<file path="config.mk">
export PLATFORM = sky130hd
export DESIGN_NAME = letc_core_mem_arbiter
export DESIGN_NICKNAME = d
export VERILOG_FILES = /design/src/rtl/letc_core_mem_arbiter.sv
export SDC_FILE = /design/constraint.sdc
export NUM_CORES = 1
export LEC_CHECK = 0
export CORE_ASPECT_RATIO = 0.8
export CORE_MARGIN = 8
export CORE_UTILIZATION = 42
export DETAILED_ROUTE_END_ITERATION = 16
export PLACE_DENSITY = 0.83
export SLEW_MARGIN = 15
export SYNTH_ARGS = -nofsm -noshare
export SYNTH_HDL_FRONTEND = slang
export SYNTH_SLANG_ARGS = --single-unit
export TNS_END_PERCENT = 50
</file>
<file path="constraint.sdc">
create_clock -name i_clk -period 6.3 [get_ports i_clk]
set_clock_uncertainty 0.15 [all_clocks]
set_input_delay 1.575 -clock i_clk [delete_from_list [all_inputs] [get_ports i_clk]]
set_output_delay 1.575 -clock i_clk [all_outputs]
set_load 0.005 [all_outputs]
</file>
<file path="src/rtl/letc_core_mem_arbiter.sv">
// Two-requester (IF / LS) arbiter for the core's single memory port.
// One outstanding transaction; LS priority with an IF anti-starvation counter.
module letc_core_mem_arbiter #(
    parameter int unsigned STARVE_LIMIT = 4
) (
    input  logic        i_clk,
    input  logic        i_rst,
    input  logic        i_if_req_valid,
    output logic        o_if_req_ready,
    input  logic [31:0] i_if_addr,
    output logic        o_if_rsp_valid,
    output logic [31:0] o_if_rsp_data,
    input  logic        i_ls_req_valid,
    output logic        o_ls_req_ready,
    input  logic [31:0] i_ls_addr,
    input  logic        i_ls_wen,
    input  logic [31:0] i_ls_wdata,
    input  logic [3:0]  i_ls_wstrb,
    output logic        o_ls_rsp_valid,
    output logic [31:0] o_ls_rsp_data,
    output logic        o_mem_req_valid,
    input  logic        i_mem_req_ready,
    output logic [31:0] o_mem_addr,
    output logic        o_mem_wen,
    output logic [31:0] o_mem_wdata,
    output logic [3:0]  o_mem_wstrb,
    input  logic        i_mem_rsp_valid,
    input  logic [31:0] i_mem_rsp_data,
    output logic        o_proto_err
);

    localparam logic [1:0] S_IDLE  = 2'd0;
    localparam logic [1:0] S_ISSUE = 2'd1;
    localparam logic [1:0] S_WAIT  = 2'd2;

    localparam logic       OWN_IF  = 1'b0;
    localparam logic       OWN_LS  = 1'b1;

    localparam logic [3:0] LIMIT   = 4'(STARVE_LIMIT);

    logic [1:0]  state_q,        state_d;
    logic        owner_q,        owner_d;
    logic [3:0]  starve_q,       starve_d;
    logic [31:0] mem_addr_q,     mem_addr_d;
    logic        mem_wen_q,      mem_wen_d;
    logic [31:0] mem_wdata_q,    mem_wdata_d;
    logic [3:0]  mem_wstrb_q,    mem_wstrb_d;
    logic        if_rsp_valid_q, if_rsp_valid_d;
    logic [31:0] if_rsp_data_q,  if_rsp_data_d;
    logic        ls_rsp_valid_q, ls_rsp_valid_d;
    logic [31:0] ls_rsp_data_q,  ls_rsp_data_d;
    logic        proto_err_q,    proto_err_d;

    logic        grant_if;
    logic        grant_ls;

    // Grants are gated by reset so no ready escapes while reset is held.
    always_comb begin
        grant_if = 1'b0;
        grant_ls = 1'b0;
        if (state_q == S_IDLE && !i_rst) begin
            if (i_if_req_valid && (!i_ls_req_valid || starve_q == LIMIT)) begin
                grant_if = 1'b1;
            end else if (i_ls_req_valid) begin
                grant_ls = 1'b1;
            end
        end
    end

    always_comb begin
        state_d        = state_q;
        owner_d        = owner_q;
        starve_d       = starve_q;
        mem_addr_d     = mem_addr_q;
        mem_wen_d      = mem_wen_q;
        mem_wdata_d    = mem_wdata_q;
        mem_wstrb_d    = mem_wstrb_q;
        if_rsp_valid_d = 1'b0;
        if_rsp_data_d  = if_rsp_data_q;
        ls_rsp_valid_d = 1'b0;
        ls_rsp_data_d  = ls_rsp_data_q;
        proto_err_d    = proto_err_q;

        case (state_q)
            S_IDLE: begin
                if (grant_if) begin
                    mem_addr_d  = i_if_addr;
                    mem_wen_d   = 1'b0;
                    mem_wdata_d = '0;
                    mem_wstrb_d = '0;
                    owner_d     = OWN_IF;
                    starve_d    = '0;
                    state_d     = S_ISSUE;
                end else if (grant_ls) begin
                    mem_addr_d  = i_ls_addr;
                    mem_wen_d   = i_ls_wen;
                    mem_wdata_d = i_ls_wdata;
                    mem_wstrb_d = i_ls_wstrb;
                    owner_d     = OWN_LS;
                    if (!i_if_req_valid) begin
                        starve_d = '0;
                    end else if (starve_q != LIMIT) begin
                        starve_d = starve_q + 4'd1;
                    end
                    state_d     = S_ISSUE;
                end
            end
            S_ISSUE: begin
                if (i_mem_req_ready) begin
                    state_d = S_WAIT;
                end
            end
            S_WAIT: begin
                if (i_mem_rsp_valid) begin
                    if (owner_q == OWN_LS) begin
                        ls_rsp_valid_d = 1'b1;
                        ls_rsp_data_d  = i_mem_rsp_data;
                    end else begin
                        if_rsp_valid_d = 1'b1;
                        if_rsp_data_d  = i_mem_rsp_data;
                    end
                    state_d = S_IDLE;
                end
            end
            default: state_d = S_IDLE;
        endcase

        if (i_mem_rsp_valid && state_q != S_WAIT) begin
            proto_err_d = 1'b1;
        end
    end

    always_ff @(posedge i_clk or posedge i_rst) begin
        if (i_rst) begin
            state_q        <= S_IDLE;
            owner_q        <= OWN_IF;
            starve_q       <= '0;
            mem_addr_q     <= '0;
            mem_wen_q      <= 1'b0;
            mem_wdata_q    <= '0;
            mem_wstrb_q    <= '0;
            if_rsp_valid_q <= 1'b0;
            if_rsp_data_q  <= '0;
            ls_rsp_valid_q <= 1'b0;
            ls_rsp_data_q  <= '0;
            proto_err_q    <= 1'b0;
        end else begin
            state_q        <= state_d;
            owner_q        <= owner_d;
            starve_q       <= starve_d;
            mem_addr_q     <= mem_addr_d;
            mem_wen_q      <= mem_wen_d;
            mem_wdata_q    <= mem_wdata_d;
            mem_wstrb_q    <= mem_wstrb_d;
            if_rsp_valid_q <= if_rsp_valid_d;
            if_rsp_data_q  <= if_rsp_data_d;
            ls_rsp_valid_q <= ls_rsp_valid_d;
            ls_rsp_data_q  <= ls_rsp_data_d;
            proto_err_q    <= proto_err_d;
        end
    end

    assign o_if_req_ready  = grant_if;
    assign o_ls_req_ready  = grant_ls;
    assign o_mem_req_valid = (state_q == S_ISSUE);
    assign o_mem_addr      = mem_addr_q;
    assign o_mem_wen       = mem_wen_q;
    assign o_mem_wdata     = mem_wdata_q;
    assign o_mem_wstrb     = mem_wstrb_q;
    assign o_if_rsp_valid  = if_rsp_valid_q;
    assign o_if_rsp_data   = if_rsp_data_q;
    assign o_ls_rsp_valid  = ls_rsp_valid_q;
    assign o_ls_rsp_data   = ls_rsp_data_q;
    assign o_proto_err     = proto_err_q;

endmodule
</file>
==> results of run 1 <==
## cell type report
type	instances	share of cell area [%]
inverter	39	1.57
tap	184	2.39
clock inverter	10	1.69
clock buffer	20	4.63
multi-input combinational	230	23.1
timing repair buffer	287	29.5
sequential	143	37.1
## stage by stage
stage                     worst slack (ns)  hold slack [ns]  cell area, sq um  std cells  total power [mW]
after floorplan                      0.737            0.301              6120        450              2.31
after global placement                1.01            0.293              9040        883              3.43
after detailed placement              1.02            0.295              9040        883              3.51
after CTS                             1.01            0.308              9650        913              4.57
after global routing                 0.990            0.320              9650        913              4.76
final                                 1.03            0.302              9650        913              4.51
## layout by cell type (no fill, tap or decap), types with 2 or more instances in the layout
master / instances
a21o_1: 2
dfrtp_1: 143
bufinv_16: 4
ha_1: 2
clkinvlp_4: 2
inv_1: 37
o21ai_0: 37
inv_6: 2
o311ai_2: 30
nand2b_1: 4
buf_4: 10
clkinv_2: 2
clkdlybuf4s50_1: 277
mux2_2: 64
a22o_1: 37
o311ai_1: 2
clkbuf_16: 17
clkbuf_1: 2
o211ai_1: 32
nor2_1: 2
## worst max-delay path, stage by stage
cell             delay [ns]
clkdlybuf4s50_1        0.53
or3_1                  0.48
a211oi_4               0.37
clkdlybuf4s50_1        0.59
## cell families (layout without fill, tap and decap cells)
family                     after synthesis  count (layout)  synth area share, %
muxes                                   64              64                 11.8
DFF                                    143             143                 58.4
and+or+nand+nor                         18              18                 2.21
adders and majority gates                2               2                0.409
AOI/OAI and AO/OA                      146             146                 21.6
buffers and inverters                   77             356                 5.56
## worst paths after layout
check | from | to | cells past startpoint
min in group asynchronous | i_rst | o_mem_addr[2]$_DFFE_PP0P_ | 2
worst max-delay path | i_rst | o_ls_req_ready | 4
max in group asynchronous | i_rst | o_mem_addr[5]$_DFFE_PP0P_ | 3
worst max register to register | state_q[0]$_DFFE_PP0P_ | state_q[0]$_DFFE_PP0P_ | 4
worst min register to register | o_proto_err$_DFFE_PP0P_ | o_proto_err$_DFFE_PP0P_ | 1
worst min-delay path | o_proto_err$_DFFE_PP0P_ | o_proto_err$_DFFE_PP0P_ | 1
## power by group through the flow
stage               combinational, mW  sequential (mW)  clock (mW)
floorplan                       0.689             1.62           0
global placement                 1.83             1.60           0
detailed placement               1.88             1.62           0
CTS                              1.89             1.62        1.06
global route                     1.99             1.67        1.10
finish                           1.86             1.62        1.04
## flip-flops by register name (all words and copies together) (netlist names), 2 cells and up
name / cells
o_mem_wdata: 32
starve_q: 4
o_mem_addr: 32
state_q: 2
o_ls_rsp_data: 32
o_if_rsp_data: 32
o_mem_wstrb: 4
## routing by layer
layer / GRT usage (%) / vias up
li1: - / 2216
met4: 6.23 / 0
met5: 0 / -
met2: 32.3 / 209
met1: 23.5 / 2401
met3: 8.46 / 25
==> run metrics, run 1 <==
fillers 970; PwrDens 468 nW/um^2; Iteration-0 DRC Markers 158; vias in the first global route 5229; final period demand of the worst path 5.27 ns; root buf cell clkbuf_16; fin crit share 83.6%; Post-Synthesis Cells 450; highest routed layer met4; RSZ-0062 raised after global routing false; Worst Path Required 4.58 ns; WL met2 9.14 mm; clock network power share 23.0%; CP Launch Type input port; Routed Wire Length 18.9 mm; Max Fclk 0.190 GHz; Seq/Total Area, Yosys 58.4%; Num CTS Buffers 17; Max Cap Viol 0; Layout Utilization 67.7%; most frequent cell after synthesis dfrtp_1; TNS Setup 0 ns; Post-synth ARST share 100%; first-pass GRT wire length 28.8 mm; #FFs+latches synth 143; YS warnings 0; synth unique cells 34; internal power 3.22 mW; DIE AREA 18700 sq um; Psw 1.29 mW; Core Footprint 14200 sq um; total track usage 19.8%; Site Rows 39; Multi-input gate area 2230 sq um; layout cells sized above 1 19.1%; Synth Flop Type dfrtp_1; total setup buffers inserted after CTS 0; sw frac 28.7%; Initial Utilization 43.0%; largest net degree at the start of global routing 103; # diodes 0; Worst-Skew Late Latency 0.41 ns; Overflow after GRT 0; share of power burned in registers 35.9%; Die W 151 um; worst-path maximum fanout 3; vias per inst 5.31; status complete, no violations; PostCTS Resize Cnt 0; clock buffer depth 2; DRT antenna net count 0; # DRC 0; top cell type's share of synthesized area 58.4%; fin nets 859; GP Congestion 0.785; DIE HEIGHT 124 um; Mapped Nets 591; CP endpoint kind primary output; logic gate share of total power 41.1%; met1 WL 7.46 mm; CP Class input port to primary output; Clock transition at path regs 0.05 ns; CP Data Arrival Time 3.54 ns; Avg Cell Area, Syn 13.6 sq um; area of the mapped netlist 6120 sq um; Slew @ Worst Pin 1.02 ns; Port Buffer Count 277; DRT Pass-1 Iters 5; IR drop worst, VDD 0.289 mV; area delta synth->final 57.5%; Clock Sink Count 143; I/O Pins 278; initial antenna violation count 0; CTS Hold Bufs 0; Reg area 3580 sq um; dominant cells by area after synthesis dfrtp_1 58%, mux2_2 12%, o311ai_2 8.0%; met3 wire len 1.96 mm; Hold Vio Cnt, Final 0; Synth area leader dfrtp_1; most common library cells after synthesis 143 x dfrtp_1, 64 x mux2_2, 38 x inv_1; CTS tree built; Worst R2R Setup Slack 3.72 ns; Final Max Slew Viols 0; H-tree Lvls 4; dpl hpwl 13.7 mm; Slew HR 32.2%; DR WL/cell 20.7 um; final setup fails 0; leakage power figure 4.04 nW; number of synthesized flops with an enable pin 0; min-delay worst type flip-flop to flip-flop; Vias 4851
(Power assumes the default switching activity.)
==> run 2: changes to the inputs <==
clock period = 5 ns   (was 6.3 ns; I/O delays follow)
==> run 2 against run 1 <==
Net effect: power increased by 24%; hold slack better by 0.032 ns; die area unchanged; clock power grew 18%; clock-buffer cell count decreased by 2; via count grew 0.78%; first-iteration DRC count is 11% higher; critical path depth stayed put; final cell count rose by 0.33%; cell area fell by 0.18%; routed wire length barely moved; highest routed layer unchanged.
==> run metrics, run 2 (synthesized netlist as in run 1, its figures left out) <==
R2R depth 4 (unchanged); area delta synth->final 57.3%; grt met2 use 35.1% (+2.8 points); design area 9630 sq um (-0.18%); Site Rows 39 (unchanged); M1 GR Usage 22.4% (-1.1 points); CP Depth 4 (unchanged); leakage power figure 4.02 nW (-0.39%); CTS tree built; Slowest-stage cell, CP clkdlybuf4s50_1; vias in the first global route 5556 (+6.3%); DRT antenna net count 0 (unchanged); Port Buffer Count 277 (unchanged); RSZ-0062 raised after global routing false; Worst-Skew Late Latency 0.41 ns (about the same); CP Data Arrival Time 3.11 ns (-0.43 ns); Vias 4889 (+0.78%); GP Congestion 0.765 (-2.5%); # diodes 0 (unchanged); Max Fclk 0.222 GHz; clock buffer depth 2 (unchanged); crit-path max cell delay 0.62 ns (+0.03 ns); H-tree Lvls 4 (unchanged); CP Class input port to primary output; Routed Wire Length 18.9 mm (about the same); commonest non-fill, non-tap cells in the layout 277 x clkdlybuf4s50_1, 143 x dfrtp_1, 64 x mux2_2; final period demand of the worst path 4.51 ns; PostCTS Resize Cnt 0 (unchanged); worst-path maximum fanout 3 (unchanged); Slew HR 32.6% (+0.48 points); Die W 151 um (unchanged); CP Cell Sequence clkdlybuf4s50_1 > or3_1 > a211oi_4 > clkdlybuf4s50_1; # DRC 0 (unchanged); Slew @ Worst Pin 1.01 ns (-0.00718 ns); fin crit share 90.2%; status complete, no violations; CP top delay family buffers and inverters; Top cell by count, worst path clkdlybuf4s50_1; DIE HEIGHT 124 um (unchanged); Top Usage Layer GRT met2; IR drop worst, VDD 0.452 mV (+57%); first-pass GRT wire length 29.5 mm (+2.4%); DR WL/cell 20.6 um (-0.40%); Overflow after GRT 0 (unchanged); most common cell after layout, fill and taps aside clkdlybuf4s50_1; layout cells sized above 1 19.5% (+0.47 points); Num CTS Buffers 17 (unchanged); WP buf/inv 2 (unchanged); I/O Pins 278 (unchanged); CP Launch Type input port; largest net degree at the start of global routing 88 (-15%); dpl hpwl 13.6 mm (-0.65%); final setup fails 0 (unchanged); Core Footprint 14200 sq um (unchanged); TNS Setup 0 ns (unchanged); root buf cell clkbuf_16; Iteration-0 DRC Markers 175 (+11%); met3 GRT Util 8.13% (-0.33 points); Max Cap Viol 0 (unchanged); WHS Path Cells 1 (unchanged); initial antenna violation count 0 (unchanged); total track usage 20.2% (+0.38 points); Placed Area 9050 sq um (about the same); DIE AREA 18700 sq um (unchanged); min-delay worst type flip-flop to flip-flop; vias per inst 5.34 (+0.45%); Clock transition at path regs 0.06 ns (about the same); CTS Hold Bufs 0 (unchanged); Initial Utilization 43.0% (unchanged); Clock Sink Count 143 (unchanged); PwrDens 583 nW/um^2 (+25%); total setup buffers inserted after CTS 0 (unchanged); Final Max Slew Viols 0 (unchanged); DRT Pass-1 Iters 4 (-1); fin nets 860 (+0.12%); Worst Path Required 3.60 ns (-0.98 ns); Layout Utilization 67.6% (-0.12 points); Hold Vio Cnt, Final 0 (unchanged); CP endpoint kind primary output; Pwr Total 5.61 mW (+24%)
## run 2: through the flow
step	hold WS [ns]	setup slack (ns)	std cells
3_3_place_gp	0.295	0.473	884
2_1_floorplan	0.301	1.36	450
6_report	0.334	0.489	916
3_5_place_dp	0.324	0.494	884
4_1_cts	0.338	0.489	916
5_1_grt	0.350	0.428	916
## run 2: worst reg2reg max path, cell delays in order (launching register included)
cell,delay (ns)
dfrtp_1,0.44
or3_1,0.43
buf_4,0.27
or2_4,0.60
o311ai_1,0.45
## run 2: worst paths after layout
kind	end	from	slack, ns
max	o_ls_req_ready	i_rst	0.49
min	o_proto_err$_DFFE_PP0P_	o_proto_err$_DFFE_PP0P_	0.33
max reg2reg	o_mem_addr[29]$_DFFE_PP0P_	state_q[0]$_DFFE_PP0P_	2.55
min reg2reg	o_proto_err$_DFFE_PP0P_	o_proto_err$_DFFE_PP0P_	0.33
max in group asynchronous	o_if_rsp_data[9]$_DFFE_PP0P_	i_rst	2.79
min in group asynchronous	starve_q[2]$_DFFE_PP0P_	i_rst	1.39
## run 2: metal layers
metal,part of all wire (%),wire [um]
met4,1.4,270
met3,10,1910
met2,51,9720
met1,37,6980
met5,0,0
## run 2: area by class of cell
type                            count  area [sq um]
Clock buffer                       18           429
Inverter                           39           150
Timing Repair Buffer              288          2860
Multi-Input combinational cell    230          2230
Sequential cell                   143          3580
Tap cell                          184           230
Fill cell                        1017          4620
Clock inverter                     14           153
## run 2: power breakdown
part           leakage, nW  internal (mW)  switching [mW]  total, mW
clock                0.275          0.704           0.527       1.23
sequential            1.78           1.71           0.328       2.04
combinational         1.97           1.50           0.841       2.34
total                 4.02           3.92            1.70       5.61
==> run 3: changes to the inputs <==
RECOVER_POWER = 25   (was unset)
==> run 3 against run 2 <==
Net effect: the run now ends with max-capacitance violations, max-slew violations left; hold slack barely moved; via count fell by 0.35%; core utilization fell by 0.088 points; cell area fell by 0.13%; global-route usage did not move; critical path depth did not move; die area did not move; critical path type unchanged; largest power group unchanged; highest routed layer unchanged.
==> run metrics, run 3 (synthesized netlist as in run 1, its figures left out) <==
largest net degree at the start of global routing 88 (unchanged); WHS 0.334 ns (-0.0000440 ns); Hold EP o_proto_err$_DFFE_PP0P_; Reg-to-Reg End o_ls_rsp_data[12]$_DFFE_PP0P_; Slew @ Worst Pin 2.08 ns (+1.07 ns); failing checks max-capacitance violations, max-slew violations; fillers 1021 (+0.39%); vias per inst 5.32 (-0.35%); area delta synth->final 57.1%; GP Congestion 0.765 (unchanged); Num CTS Buffers 17 (unchanged); fin nets 860 (unchanged); Max Cap Viol 2 (+2); total track usage 20.2% (unchanged); IR drop worst, VDD 0.452 mV (about the same); worst slack, placed 0.494 ns (unchanged); CP Data Arrival Time 3.22 ns (+0.11 ns); Core Footprint 14200 sq um (unchanged); Hold Vio Cnt, Final 0 (unchanged); root buf cell clkbuf_16; DR WL/cell 20.6 um (about the same); Worst Path Required 3.60 ns (about the same); Initial Utilization 43.0% (unchanged); Slowest-stage cell, CP dlygate4sd3_1; layout cells sized above 1 19.4% (-0.14 points); Final Max Slew Viols 122 (+122); first-pass GRT wire length 29.5 mm (unchanged); Max Fclk 0.217 GHz (-2.3%); Die W 151 um (unchanged); most common cell after layout, fill and taps aside clkdlybuf4s50_1; total setup buffers inserted after CTS 0 (unchanged); dpl hpwl 13.6 mm (unchanged); Routed Wire Length 18.9 mm (about the same); crit-path max cell delay 0.62 ns (about the same); Overflow after GRT 0 (unchanged); Clock Sink Count 143 (unchanged); Worst R2R Setup Slack 2.28 ns (-0.27 ns); CP Cell Sequence dlygate4sd3_1 > or3_1 > a211oi_4 > clkdlybuf4s50_1; final period demand of the worst path 4.62 ns (+0.107 ns); CP endpoint kind primary output; Site Rows 39 (unchanged); CP Launch Type input port; CP top delay family buffers and inverters; # DRC 0 (unchanged); Vias 4872 (-0.35%); H-tree Lvls 4 (unchanged); WP buf/inv 2 (unchanged); DIE HEIGHT 124 um (unchanged); RSZ-0062 raised after global routing false; status finished with violations; clock network power share 21.9% (about the same); TNS Setup 0 ns (unchanged); initial antenna violation count 0 (unchanged); WHS Path Cells 1 (unchanged); setup ws final 0.382 ns (-0.107 ns); R2R depth 3 (-1); final setup fails 0 (unchanged); PwrDens 583 nW/um^2 (+0.10%); I/O Pins 278 (unchanged); min-delay worst type flip-flop to flip-flop; Port Buffer Count 277 (unchanged); PostCTS Resize Cnt 0 (unchanged); CTS Hold Bufs 0 (unchanged); Worst-Skew Late Latency 0.41 ns (about the same); logic gate share of total power 41.7% (about the same); leakage power figure 4.02 nW (-0.12%); internal power 3.92 mW (about the same); commonest non-fill, non-tap cells in the layout 275 x clkdlybuf4s50_1, 143 x dfrtp_1, 64 x mux2_2; Clock transition at path regs 0.06 ns (about the same); share of power burned in registers 36.3% (about the same); DRT antenna net count 0 (unchanged); hold wc startpoint o_proto_err$_DFFE_PP0P_; Iteration-0 DRC Markers 175 (unchanged); CP Class input port to primary output; Psw 1.69 mW (about the same); Slew HR -38.9% (-72 points); sw frac 30.2% (about the same); CTS tree built; worst-path maximum fanout 3 (unchanged); FF-to-FF Start state_q[0]$_DFFE_PP0P_; fin crit share 92.4% (+2.1 points); clock buffer depth 2 (unchanged); DIE AREA 18700 sq um (unchanged); # diodes 0 (unchanged); vias in the first global route 5556 (unchanged); DRT Pass-1 Iters 5 (+1)
## run 3: changes by cell type in the layout (fill, tap and decap cells not counted), sizes merged
| cell | delta |
|---|---|
| clkdlybuf4s50 | -2 |
| clkbuf | +3 |
| buf | -3 |
| dlygate4sd3 | +2 |
## run 3: worst max-delay path by stage
stage,from,endpoint,depth (start not counted)
final,i_rst,o_ls_req_ready,4
after global routing,i_rst,o_ls_req_ready,4
after CTS,i_rst,o_ls_req_ready,4
after floorplan,i_rst,o_if_req_ready,3
after global placement,i_rst,o_ls_req_ready,4
after detailed placement,i_rst,o_ls_req_ready,4
## run 3: metrics by stage
step	instances	total power, mW	util, %	instance area, sq um
floorplan	450	2.91	-	6130
global placement	884	4.32	63.5	9050
detailed placement	884	4.41	63.5	9050
CTS	916	5.68	67.6	9630
global route	916	5.94	67.5	9620
finish	916	5.61	67.5	9620
## run 3: layout make-up
cell class                      instances  area (sq um)  area share, %
Sequential cell                       143          3580           37.2
Timing Repair Buffer                  288          2850           29.6
Multi-Input combinational cell        230          2230           23.2
Clock buffer                           18           429           4.46
Tap cell                              184           230           2.39
Clock inverter                         14           153           1.59
Inverter                               39           150           1.56
## run 3: routing by layer
metal	wire length, um	vias to the layer above	GRT usage [%]
li1	-	2208	-
met1	6990	2424	22.4
met2	9720	223	35.1
met3	1920	17	8.13
met4	261	0	6.35
met5	0	-	0
## run 3: power groups by stage
stage | registers [mW] | clock network [mW] | logic, mW
final | 2.04 | 1.23 | 2.34
after global routing | 2.12 | 1.31 | 2.51
after CTS | 2.04 | 1.26 | 2.38
after detailed placement | 2.04 | 0 | 2.37
after global placement | 2.01 | 0 | 2.31
after floorplan | 2.05 | 0 | 0.868
